<file path="src/rtl/comp_buf_sched_if.sv">
// rtl/comp_buf_sched_if.sv - issuer, done, buffer-read and consumer handshake bundle for comp_buf_sched
interface comp_buf_sched_if #(
  parameter int N_THREADS = 16
);
  localparam int TW = $clog2(N_THREADS);

  logic                 comp_wr_en;
  logic [TW-1:0]        comp_wr_thread_num;
  logic                 buf_wr_en;
  logic                 comp_done_en;
  logic [TW-1:0]        comp_done_thread_num;
  logic [N_THREADS-1:0] thread_busy;
  logic [TW-1:0]        rd_thread_num1;
  logic                 data1_valid;
  logic                 data1_rd;
  logic [TW-1:0]        rd_thread_num2;
  logic                 data2_valid;
  logic                 data2_rd;
  logic [1:0]           err;

  modport slave (
    input  comp_wr_en, comp_wr_thread_num, comp_done_en, comp_done_thread_num,
    input  data1_rd, data2_rd,
    output buf_wr_en, thread_busy, rd_thread_num1, data1_valid,
    output rd_thread_num2, data2_valid, err
  );

  modport master (
    output comp_wr_en, comp_wr_thread_num, comp_done_en, comp_done_thread_num,
    output data1_rd, data2_rd,
    input  buf_wr_en, thread_busy, rd_thread_num1, data1_valid,
    input  rd_thread_num2, data2_valid, err
  );
endinterface

</file>
<file path="src/rtl/comp_buf_sched.sv">
// rtl/comp_buf_sched.sv - per-thread computation bookkeeping and two round-robin comp_buf read channels
module comp_buf_sched #(
  parameter int N_THREADS = 16
) (
  input  logic              clk_i,
  input  logic              rst_i,
  comp_buf_sched_if.slave   bus
);
  localparam int TW = $clog2(N_THREADS);

  typedef enum logic [1:0] {S_IDLE, S_ADDR, S_VALID} state_t;

  logic [N_THREADS-1:0] active_q, active_d;
  logic [1:0]           err_q, err_d;
  logic [N_THREADS-1:0] pend_q [2];
  logic [N_THREADS-1:0] pend_d [2];
  state_t               st_q   [2];
  state_t               st_d   [2];
  logic [TW-1:0]        ptr_q  [2];
  logic [TW-1:0]        ptr_d  [2];
  logic [TW-1:0]        rd_q   [2];
  logic [TW-1:0]        rd_d   [2];
  logic [TW-1:0]        sel    [2];
  logic [1:0]           vld_q, vld_d;
  logic [1:0]           ack;

  logic [N_THREADS-1:0] done_mask, wr_mask, act_after_done;
  logic                 accept;

  // Done is applied before the busy check so a thread can be finished and re-issued in one cycle.
  assign done_mask      = bus.comp_done_en ? (N_THREADS'(1) << bus.comp_done_thread_num) : '0;
  assign act_after_done = active_q & ~done_mask;
  assign accept         = bus.comp_wr_en & ~act_after_done[bus.comp_wr_thread_num];
  assign wr_mask        = accept ? (N_THREADS'(1) << bus.comp_wr_thread_num) : '0;
  assign ack            = {bus.data2_rd, bus.data1_rd};

  assign active_d = act_after_done | wr_mask;
  assign err_d    = err_q | {bus.comp_done_en & ~active_q[bus.comp_done_thread_num],
                             bus.comp_wr_en & ~accept};

  always_comb begin
    for (int k = 0; k < 2; k++) begin
      st_d[k]   = st_q[k];
      ptr_d[k]  = ptr_q[k];
      rd_d[k]   = rd_q[k];
      vld_d[k]  = vld_q[k];
      pend_d[k] = pend_q[k];
      sel[k]    = ptr_q[k];
      // Descending scan: the last hit is the nearest pending thread at or after the pointer.
      for (int i = N_THREADS - 1; i >= 0; i--) begin
        if (pend_q[k][ptr_q[k] + TW'(i)]) sel[k] = ptr_q[k] + TW'(i);
      end
      case (st_q[k])
        S_IDLE: begin
          if (|pend_q[k]) begin
            rd_d[k] = sel[k];
            st_d[k] = S_ADDR;
          end
        end
        S_ADDR: begin
          st_d[k]  = S_VALID;
          vld_d[k] = 1'b1;
        end
        S_VALID: begin
          if (ack[k]) begin
            pend_d[k][rd_q[k]] = 1'b0;
            ptr_d[k]           = rd_q[k] + TW'(1);
            vld_d[k]           = 1'b0;
            st_d[k]            = S_IDLE;
          end
        end
        default: st_d[k] = S_IDLE;
      endcase
      pend_d[k] = pend_d[k] | wr_mask;
    end
  end

  always_ff @(posedge clk_i or posedge rst_i) begin
    if (rst_i) begin
      active_q <= '0;
      err_q    <= '0;
      vld_q    <= '0;
      for (int k = 0; k < 2; k++) begin
        pend_q[k] <= '0;
        st_q[k]   <= S_IDLE;
        ptr_q[k]  <= '0;
        rd_q[k]   <= '0;
      end
    end else begin
      active_q <= active_d;
      err_q    <= err_d;
      vld_q    <= vld_d;
      for (int k = 0; k < 2; k++) begin
        pend_q[k] <= pend_d[k];
        st_q[k]   <= st_d[k];
        ptr_q[k]  <= ptr_d[k];
        rd_q[k]   <= rd_d[k];
      end
    end
  end

  assign bus.buf_wr_en      = accept;
  assign bus.thread_busy    = active_q;
  assign bus.err            = err_q;
  assign bus.rd_thread_num1 = rd_q[0];
  assign bus.data1_valid    = vld_q[0];
  assign bus.rd_thread_num2 = rd_q[1];
  assign bus.data2_valid    = vld_q[1];
endmodule

</file>
<file path="src/flat_wrapper.sv">
// flat-port wrapper written by rule: the top's interface ports become plain ports
module comp_buf_sched_flat 
#(
  parameter int N_THREADS = 16
)
  (clk_i, rst_i, bus_comp_wr_en, bus_comp_wr_thread_num, bus_comp_done_en, bus_comp_done_thread_num, bus_data1_rd, bus_data2_rd, bus_buf_wr_en, bus_thread_busy, bus_rd_thread_num1, bus_data1_valid, bus_rd_thread_num2, bus_data2_valid, bus_err);
  comp_buf_sched_if #(.N_THREADS(N_THREADS)) bus_i ();
  input  logic clk_i;
  input  logic rst_i;
  input wire logic [$bits(bus_i.comp_wr_en)-1:0] bus_comp_wr_en;
  input wire logic [$bits(bus_i.comp_wr_thread_num)-1:0] bus_comp_wr_thread_num;
  input wire logic [$bits(bus_i.comp_done_en)-1:0] bus_comp_done_en;
  input wire logic [$bits(bus_i.comp_done_thread_num)-1:0] bus_comp_done_thread_num;
  input wire logic [$bits(bus_i.data1_rd)-1:0] bus_data1_rd;
  input wire logic [$bits(bus_i.data2_rd)-1:0] bus_data2_rd;
  output wire logic [$bits(bus_i.buf_wr_en)-1:0] bus_buf_wr_en;
  output wire logic [$bits(bus_i.thread_busy)-1:0] bus_thread_busy;
  output wire logic [$bits(bus_i.rd_thread_num1)-1:0] bus_rd_thread_num1;
  output wire logic [$bits(bus_i.data1_valid)-1:0] bus_data1_valid;
  output wire logic [$bits(bus_i.rd_thread_num2)-1:0] bus_rd_thread_num2;
  output wire logic [$bits(bus_i.data2_valid)-1:0] bus_data2_valid;
  output wire logic [$bits(bus_i.err)-1:0] bus_err;
  assign bus_i.comp_wr_en = bus_comp_wr_en;
  assign bus_i.comp_wr_thread_num = bus_comp_wr_thread_num;
  assign bus_i.comp_done_en = bus_comp_done_en;
  assign bus_i.comp_done_thread_num = bus_comp_done_thread_num;
  assign bus_i.data1_rd = bus_data1_rd;
  assign bus_i.data2_rd = bus_data2_rd;
  assign bus_buf_wr_en = bus_i.buf_wr_en;
  assign bus_thread_busy = bus_i.thread_busy;
  assign bus_rd_thread_num1 = bus_i.rd_thread_num1;
  assign bus_data1_valid = bus_i.data1_valid;
  assign bus_rd_thread_num2 = bus_i.rd_thread_num2;
  assign bus_data2_valid = bus_i.data2_valid;
  assign bus_err = bus_i.err;
  comp_buf_sched #(.N_THREADS(N_THREADS)) u_core (.clk_i(clk_i), .rst_i(rst_i), .bus(bus_i));
endmodule
</file>
<file path="config.mk">
export PLATFORM = sky130hd
export DESIGN_NAME = comp_buf_sched_flat
export DESIGN_NICKNAME = d
export VERILOG_FILES = /design/src/rtl/comp_buf_sched_if.sv /design/src/rtl/comp_buf_sched.sv /design/src/flat_wrapper.sv
export SDC_FILE = /design/constraint.sdc
export NUM_CORES = 1
export LEC_CHECK = 0
export CAP_MARGIN = 20
export CORE_MARGIN = 2
export CORE_UTILIZATION = 26
export CTS_CLUSTER_SIZE = 14
export DETAILED_ROUTE_END_ITERATION = 10
export GPL_ROUTABILITY_DRIVEN = 0
export HOLD_SLACK_MARGIN = 0.03
export PLACE_DENSITY_LB_ADDON = 0.2
export SLEW_MARGIN = 25
export SYNTH_ARGS = -nofsm -noshare
export SYNTH_HDL_FRONTEND = slang
export SYNTH_SLANG_ARGS = --single-unit
</file>
<file path="constraint.sdc">
create_clock -name clk_i -period 5 [get_ports clk_i]
set_input_delay 1 -clock clk_i [delete_from_list [all_inputs] [get_ports clk_i]]
set_output_delay 1 -clock clk_i [all_outputs]
set_load 0.02 [all_outputs]
</file>
==> results.md <==
Synthesis:
- In the post-synthesis netlist, the cell with the most instances is sky130_fd_sc_hd__nand2_1.
- The share of synthesized area in the top cell type comes to 0.2400.
- The post-synthesis instance area is 7508 µm².
- Yosys printed 0 warnings.
- The number of distinct standard cells referenced by the synthesized netlist is 72.
- The synthesized design contains 0 enable-type register cells.
- In this run the mean area of a mapped cell was 9.134 µm².
- After technology mapping, the gate count stands at 822.
- Of the synthesized area, sequential elements account for 0.2400.
- Ranked by instance count, the synthesized netlist is headed by sky130_fd_sc_hd__nand2_1, sky130_fd_sc_hd__o21ai_0, sky130_fd_sc_hd__dfrtp_1, sky130_fd_sc_hd__mux4_2, sky130_fd_sc_hd__nor2_1.
- When the netlist entered floorplanning its net count stood at 858.
- Ranked by total cell area, the synthesized netlist is headed by sky130_fd_sc_hd__dfrtp_1, sky130_fd_sc_hd__mux4_2, sky130_fd_sc_hd__nand2_1.
- The cell accounting for the most synthesized area is sky130_fd_sc_hd__dfrtp_1.
- The most instantiated flip-flop cell in the synthesis netlist is sky130_fd_sc_hd__dfrtp_1.
- The number of synthesized register bits is 72.
- The proportion of register bits with asynchronous set or reset after synthesis is 1.000.

CTS:
- Buffers added to address setup during post-CTS repair amount to 0.
- In this run, post-CTS repair resized a total of 0 instances.
- Counting along the longest clock path gives a buffer depth of 2.
- The number of sinks driven by the clock tree is 72.
- The clock buffer count from CTS is 9.
- The hold-fix buffer count after cts is 0.
- The clock reaches the later pin of the worst-skew pair after 0.34 ns.
- The total number of H-tree levels is 3.
- TritonCTS built the clock tree.
- The clock edge transition at the registers on the reported setup and hold paths is 0.06 ns.
- The cell sitting at the root of the clock tree is a sky130_fd_sc_hd__clkbuf_16.

Die:
- The die is 173.9 µm wide.
- The count of boundary I/O pins is 43.
- The effective utilization at floorplan is 0.2630.
- From bottom edge to top edge, the die measures 173.9 µm.
- The die covers 30,250 µm².
- The initialized floorplan defines 62 standard-cell rows.
- The placeable core area is 28,550 µm².

Final layout:
- In the final design database the tool counted 892 nets.
- The relative area change from synthesis to final layout is 15.51%.
- The repair_antennas step left the layout with diodes totalling 0.
- Counting the fill cells in the layout gives 3,069.
- The utilization after layout is 0.3038.
- The fraction of layout instances using a drive strength above 1 is 0.1475.

Worst setup path:
- Traced cell by cell, the critical path runs through clkdlybuf4s50_1 > nand2b_1 > o21ai_0 > mux4_2 > mux4_2 > nand2_1 > inv_1 > clkdlybuf4s50_1.
- The data required time at the worst endpoint is 4.00 ns.
- Of all nets on the critical path, the largest fanout is 8.
- The critical path's largest stage delay is 0.66 ns.
- By startpoint and endpoint, the worst setup path is classified as primary input to output pin.
- The kind of start point of the critical path is a primary input.
- The kind of capture point of the worst setup path is an output pin.
- The data arrival time of the worst path is 3.76 ns.
- The cell at the slowest stage of the critical path is sky130_fd_sc_hd__clkdlybuf4s50_1.

Global route:
- The via count of the first global-routing pass is 6,607.
- Summed over all layers, the global routing overflow is 0.
- The number of antenna violations at the first check in global routing was 0.
- Across every metal layer, demand over resource in global routing totals 0.1603.
- The pin count of the biggest net entering global routing is 46.
- The first global-routing pass estimated 38,470 µm of wire.

Route:
- In the routed design, unresolved DRC markers number 0.
- The detailed-route via count is 6,715.
- The remaining antenna violation count after routing is 0.
- The routed design has 24,030 µm of wire.
- The number of detailed-route iterations in the first pass is 5.
- The per-cell via count in the routed design is 5.394.
- After the first detailed-routing iteration, the DRC count stood at 521.
- Dividing the detail-routed wire length by the instance count gives 19.30 µm.

Timing:
- The share of the clock period used by the worst path is 0.9523.
- The worst slew margin relative to its limit is 0.4537.
- Setup total negative slack on the finished layout was measured at 0 ns.
- Setup repair after global routing left no endpoint under its margin.
- The total count of hold-check failures in the final report is 0.
- Setup violations remaining at the end of the flow were counted as 0.
- The number of max-slew violations in the final report is 0.
- Hold timing on the final database bottoms out at a slack of 0.4805 ns.
- The final setup skew is 0.006247 ns.
- The shortest period the worst path allows is 4.761 ns.
- At the pin with the least slew margin, the transition time is 0.8166 ns.
- The timing-limited maximum frequency is 210.0 MHz.

Outcome:
- The flow ran to the end, and the final reports show no timing, DRC or antenna violations.

Job:
- Max-cap violations in this run came to 0.

Placement:
- The count of input and output buffers is 42.
- The wire-length estimate of the detail-placed layout is 18,220 µm.

Hold path:
- The class of the most critical hold timing path is flip-flop to flip-flop.
-- worst max-delay path, delay by kind of cell --
family	cells	cell delay, ns
AOI/OAI and AO/OA	1	0.14
and+or+nand+nor	2	0.37
buffers and inverters	3	1.25
muxes	2	0.98
-- through the flow --
step	area, µm²	std cells	setup slack [ns]
after CTS	8673	1245	0.2429
after floorplan	7508	822	1.259
after detailed placement	8346	1229	0.2412
final	8673	1245	0.2386
after global placement	8346	1229	0.2665
after global routing	8673	1245	0.07827
-- final cells by class --
class,count,area (µm²),area share
tap,384,480.5,0.05540
timing repair buffer,61,563.0,0.06492
clock buffer,9,225.2,0.02597
sequential,72,1803,0.2079
multi-input combinational,676,5361,0.6181
clock inverter,7,102.6,0.01183
inverter,36,137.6,0.01587
-- metal layers --
layer  vias to the layer above  track usage  wire length, µm
li1                       3181            -                -
met1                      3307       0.2185            11110
met2                       192       0.2600            11400
met3                        35      0.03128              988
met4                         0      0.04307              544
met5                         -            0                0
-- flip-flops by register name (all words and copies together) (netlist names) --
register	cells
u_core.vld_q	2
u_core.bus.err	2
u_core.bus.thread_busy	16
u_core.st_q	4
u_core.pend_q	32
u_core.bus.rd_thread_num1	4
u_core.ptr_q	8
u_core.bus.rd_thread_num2	4
-- path summary, 6_finish.rpt --
| path | from | to | slack, ns | cells past startpoint |
|---|---|---|---|---|
| hold / removal | u_core.bus.err[1] | u_core.bus.err[1] | 0.48 | 1 |
| max in group asynchronous | rst_i | u_core.ptr_q[4] | 3.01 | 3 |
| setup / recovery | bus_comp_done_thread_num[1] | bus_buf_wr_en | 0.24 | 8 |
| min in group asynchronous | rst_i | u_core.bus.rd_thread_num2[1] | 1.09 | 2 |
| hold reg to reg | u_core.bus.err[1] | u_core.bus.err[1] | 0.48 | 1 |
| setup reg to reg | u_core.ptr_q[5] | u_core.bus.rd_thread_num1[1] | 1.04 | 13 |
-- layout by cell type, fill, tap and decap left out, types with 22 or more instances in the layout --
| master | count |
|---|---|
| sky130_fd_sc_hd__nor2_1 | 49 |
| sky130_fd_sc_hd__o21ai_0 | 86 |
| sky130_fd_sc_hd__clkdlybuf4s50_1 | 42 |
| sky130_fd_sc_hd__mux4_2 | 51 |
| sky130_fd_sc_hd__nand2_1 | 134 |
| sky130_fd_sc_hd__ha_1 | 22 |
| sky130_fd_sc_hd__inv_1 | 31 |
| sky130_fd_sc_hd__a21oi_1 | 39 |
| sky130_fd_sc_hd__dfrtp_1 | 71 |
| sky130_fd_sc_hd__mux2i_1 | 48 |
| sky130_fd_sc_hd__mux2_2 | 27 |
-- cell families (layout without fill, tap and decap cells) --
group	count (synthesis)	in the layout	synth area share
buffers and inverters	74	113	0.04599
muxes	138	138	0.2958
adders and majority gates	22	22	0.03666
DFF	72	72	0.2400
and+or+nand+nor	272	272	0.1661
AOI/OAI and AO/OA	217	217	0.1820
xor gates and xnor gates	27	27	0.03349
Power is not shown: default switching activity piles up to over one toggle a cycle in this logic, so the estimate is an artifact.
